## config.mk

```make
export PLATFORM = sky130hd
export DESIGN_NAME = pipe_stage_reg
export DESIGN_NICKNAME = d
export VERILOG_FILES = /design/src/rtl/pipe_stage_reg.sv
export SDC_FILE = /design/constraint.sdc
export NUM_CORES = 1
export LEC_CHECK = 0
export CAP_MARGIN = 40
export CORE_AREA = 2 2 69 84
export DETAILED_ROUTE_END_ITERATION = 12
export DIE_AREA = 0 0 71 86
export HOLD_SLACK_MARGIN = 0.1
export PLACE_DENSITY = 0.83
export REMOVE_ABC_BUFFERS = 1
export SYNTH_ARGS = -nofsm -noshare
export SYNTH_HDL_FRONTEND = slang
export SYNTH_SLANG_ARGS = --single-unit
```

## constraint.sdc

```tcl
create_clock -name CLK -period 10.3 [get_ports CLK]
set_input_delay 2.06 -clock CLK [delete_from_list [all_inputs] [get_ports CLK]]
set_output_delay 2.06 -clock CLK [all_outputs]
set_load 0.02 [all_outputs]
```

## src/rtl/pipe_stage_reg.sv

```systemverilog
`default_nettype none
// ============================================================================
// Module      : pipe_stage_reg
// Description : Pipeline stage register with a ready/valid handshake, a
//               two-entry skid buffer and flush to a bubble value. Defining
//               PIPE_STALL_CNT_EN adds a saturating stall-cycle counter.
// Revision    : 1.0 - initial release
// ============================================================================
module pipe_stage_reg #(
    parameter int                WIDTH   = 32,
    parameter logic [WIDTH-1:0]  NOP_VAL = '0,
    parameter int                CNT_W   = 16
) (
    input  logic             CLK,
    input  logic             RSTn,
    input  logic [WIDTH-1:0] IN,
    input  logic             in_valid,
    output logic             in_ready,
    input  logic             flush,
    output logic [WIDTH-1:0] OUT,
    output logic             out_valid,
    input  logic             out_ready
`ifdef PIPE_STALL_CNT_EN
    ,
    output logic [CNT_W-1:0] stall_cnt
`endif
);

    if (WIDTH < 1 || CNT_W < 1) begin : g_param_check
        $error("pipe_stage_reg: WIDTH and CNT_W must be at least 1");
    end

    logic [WIDTH-1:0] r_main_d;
    logic             r_main_v;
    logic [WIDTH-1:0] r_skid_d;
    logic             r_skid_v;
    logic             w_accept;
    logic             w_consume;

    // Ready depends only on registered state, never on out_ready.
    assign in_ready  = !r_skid_v;
    assign OUT       = r_main_d;
    assign out_valid = r_main_v;
    assign w_accept  = in_valid & in_ready;
    assign w_consume = r_main_v & out_ready;

    always_ff @(posedge CLK) begin
        if (!RSTn) begin
            r_main_d <= NOP_VAL;
            r_main_v <= 1'b0;
            r_skid_v <= 1'b0;
        end else if (flush) begin
            r_main_d <= NOP_VAL;
            r_main_v <= 1'b0;
            r_skid_v <= 1'b0;
        end else if (w_consume || !r_main_v) begin
            if (r_skid_v) begin
                r_main_d <= r_skid_d;
                r_main_v <= 1'b1;
                r_skid_v <= 1'b0;
            end else if (w_accept) begin
                r_main_d <= IN;
                r_main_v <= 1'b1;
            end else begin
                r_main_v <= 1'b0;
            end
        end else if (w_accept) begin
            r_skid_d <= IN;
            r_skid_v <= 1'b1;
        end
    end

`ifdef PIPE_STALL_CNT_EN
    logic [CNT_W-1:0] r_stall_cnt;

    // Flush deliberately leaves the count untouched.
    always_ff @(posedge CLK) begin
        if (!RSTn) begin
            r_stall_cnt <= '0;
        end else if (r_main_v && !out_ready && (r_stall_cnt != {CNT_W{1'b1}})) begin
            r_stall_cnt <= r_stall_cnt + CNT_W'(1);
        end
    end

    assign stall_cnt = r_stall_cnt;
`else
`endif

endmodule
`default_nettype wire
```

==> parameters.txt <==
Parameter                              Value

Setup path
  Category of the critical setup timing path    in -> reg
  Crit path launch type    input port
  Arr. time, crit path    approximately 3.7 ns
  Largest fanout of any net on the critical path    36
  Crit-path max cell delay    between 0.5 and 0.6 ns
  Crit path max-delay family    buffers and inverters
  Buffering stage count on the worst path with inverters included    2
  Setup crit end kind    register
  Required time of the critical path    ~11 ns
  Flop-to-flop setup slack    approximately 8.6 ns
  Cell chain of the critical path    clkdlybuf4s50_1 > nand2b_1 > buf_4 > and2_4 > a211oi_1
  CP max-delay cell    and2_4

Floorplanning
  Core ar.    between 5000 and 6000 um^2
  Die Span Y    between 80 and 90 um
  Ports placed on the boundary    71
  Total die area    about 6100 um^2
  Row cnt    29
  Die Span X    between 70 and 80 um
  Starting density of the core    0.510

Place
  Number of port buffers    70
  Cell area after placement    3410 um^2
  RD Place Congestion    slightly above 0.7
  HPWL Detailed    about 3400 um

Min path
  Hold/Removal Path Class    reg -> reg

Routing
  Average via count per standard cell    between 5 and 6
  DRC violations left    0
  Highest layer used for signal routing    met4
  Routed length on met1    approximately 2400 um
  Routed wl met3    between 200 and 250 um
  Initial DRT Pass Iterations    4
  Vias after detailed routing    around 1800
  Detailed-route wire length per cell    roughly 17 um
  Total wirelength of the detailed-routed design    5470 um
  First DRT Iteration DRCs    about 130
  Wire length on met2    approximately 2700 um
  Post-route ant nets    0

Timing
  Number of endpoints with negative hold slack in the final report    0
  Worst hold-check slack    ~0.54 ns
  Post-layout min period    approximately 3.5 ns
  Achievable frequency    roughly 280 MHz
  Worst Tran Pin Value    ~0.55 ns
  Setup_tns    0 ns
  Max-slew headroom at the worst pin    0.632
  Final count of pins violating max slew    0
  Final period util    0.342
  Clock Skew    0.00723 ns
  Setup repair after global routing missed its margin    false
  Number of setup violations in the final report    0

Cells and area
  Fillers    between 400 and 500
  Post-route core utilization    0.688
  Share of post-route cells with drive strength above 1    0.202
  Final design instance area without fill    between 3000 and 4000 um^2
  Antenna diode instance count    0
  Final net count    slightly below 300
  Layout area overhead    35.0%

Clock tree
  # H-tree levels    3
  Clk pin slew, worst setup/hold paths    approximately 0.06 ns
  TritonCTS sink count    66
  Cell chosen for the clock root    clkbuf_8
  Number of buffers inserted to repair setup after CTS    0
  Number of hold buffers added after cts    0
  Skew-Pair Late Insertion Delay    around 0.34 ns
  Number of CTS-inserted buffers    9
  Clock tree from TritonCTS    built
  Count of cells resized by post-cts repair    0
  Clock Tree Buf Depth    2

Yosys
  Post-synthesis sequential area ratio    0.612
  Total of flip-flops plus latches after synthesis    66
  Cells after Synth    approximately 190
  Cell Area, Synth    between 2000 and 3000 um^2
  Average cell area after synthesis    ~14 um^2
  Synth Warn #    0
  Number of library cell types mapped by synthesis    17

Global routing
  Leftover overflow at the end of global routing    0
  Initial antenna violation count    0
  Pin count of the biggest net entering global routing    37
  Vias in the first global route    approximately 1700
  GRT Util Overall    0.185
  Global-route wire length before repair    ~8700 um

Pwr
  Leakage power total    ~1.1 nW
  Max rail drop VDD    between 100 and 150 uV
  Total chip power    approximately 0.58 mW
  PD cells    around 160 nW/um^2

Run
  Maximum capacitance violations    0

Outcome
  Outcome    finished clean
[through the flow]
stage                     std cells  setup slack, ns
after floorplan                 172             3.50
after global placement          309             6.47
after detailed placement        310             6.43
after CTS                       325             6.78
after global routing            325             6.62
final                           325             6.78
[synth_stat cells]
master	count	area [um^2]
dfxtp_1	34	681
a21oi_1	33	165
edfxtp_1	32	961
mux2i_1	32	320
a211oi_2	30	375
clkbuf_1	12	45.0
buf_6	5	56.3
buf_2	3	15.0
a211oi_1	2	15.0
nand2b_1	2	12.5
and2_4	1	8.76
inv_1	1	3.75
inv_2	1	3.75
nor2_1	1	3.75
nor3_1	1	5.00
nor4_1	1	6.26
or2_1	1	6.26
[path summary, 6_finish.rpt]
path              startpoint       to  cells after the start
setup / recovery   out_ready  OUT[13]                      5
hold / removal       OUT[14]  OUT[14]                      2
setup reg to reg    r_skid_v  OUT[13]                      4
hold reg to reg      OUT[14]  OUT[14]                      2
[worst min-delay path: stages (launching register included)]
cell	delay, ns
dfxtp_1	0.32
a21oi_1	0.11
a211oi_1	0.05
[layout by cell type (no fill, tap or decap), drive strengths merged]
cell type,instances
nand2b,2
nor4,1
bufinv,2
clkdlybuf4s50,70
mux2i,32
edfxtp,32
nor2,1
and2,1
clkbuf,12
a211oi,32
inv,2
or2,1
a21oi,33
dfxtp,34
buf,6
nor3,1
clkinv,1
[cells by family after synthesis]
logic type / Yosys count / synth area share
mux: 32 / 0.119
buf+inv: 22 / 0.0461
compound gates: 65 / 0.207
flops: 66 / 0.612
simple gates: 7 / 0.0159
[registers in the layout, indices dropped and copies added, names as in the netlist]
name       flops
r_skid_v       1
out_valid      1
OUT           32
r_skid_d      32
[metal layers]
metal,global-route usage,up-vias
met5,0,-
met4,0.108,0
met3,0.0317,10
met2,0.283,52
met1,0.248,864
li1,-,866
[where the power goes]
group / internal (mW) / switching [mW]
Sequential: 0.281 / 0.00357
Combinational: 0.0326 / 0.0328
Clock: 0.141 / 0.0916
[layout make-up]
class	instances	area, um^2	share of cell area
clock inverter	3	63.8	0.0176
sequential	66	1640	0.454
multi-input combinational	104	927	0.256
clock buffer	12	145	0.0401
tap	62	77.6	0.0214
inverter	2	7.51	0.00207
timing repair buffer	76	758	0.209
(Power assumes the default switching activity.)
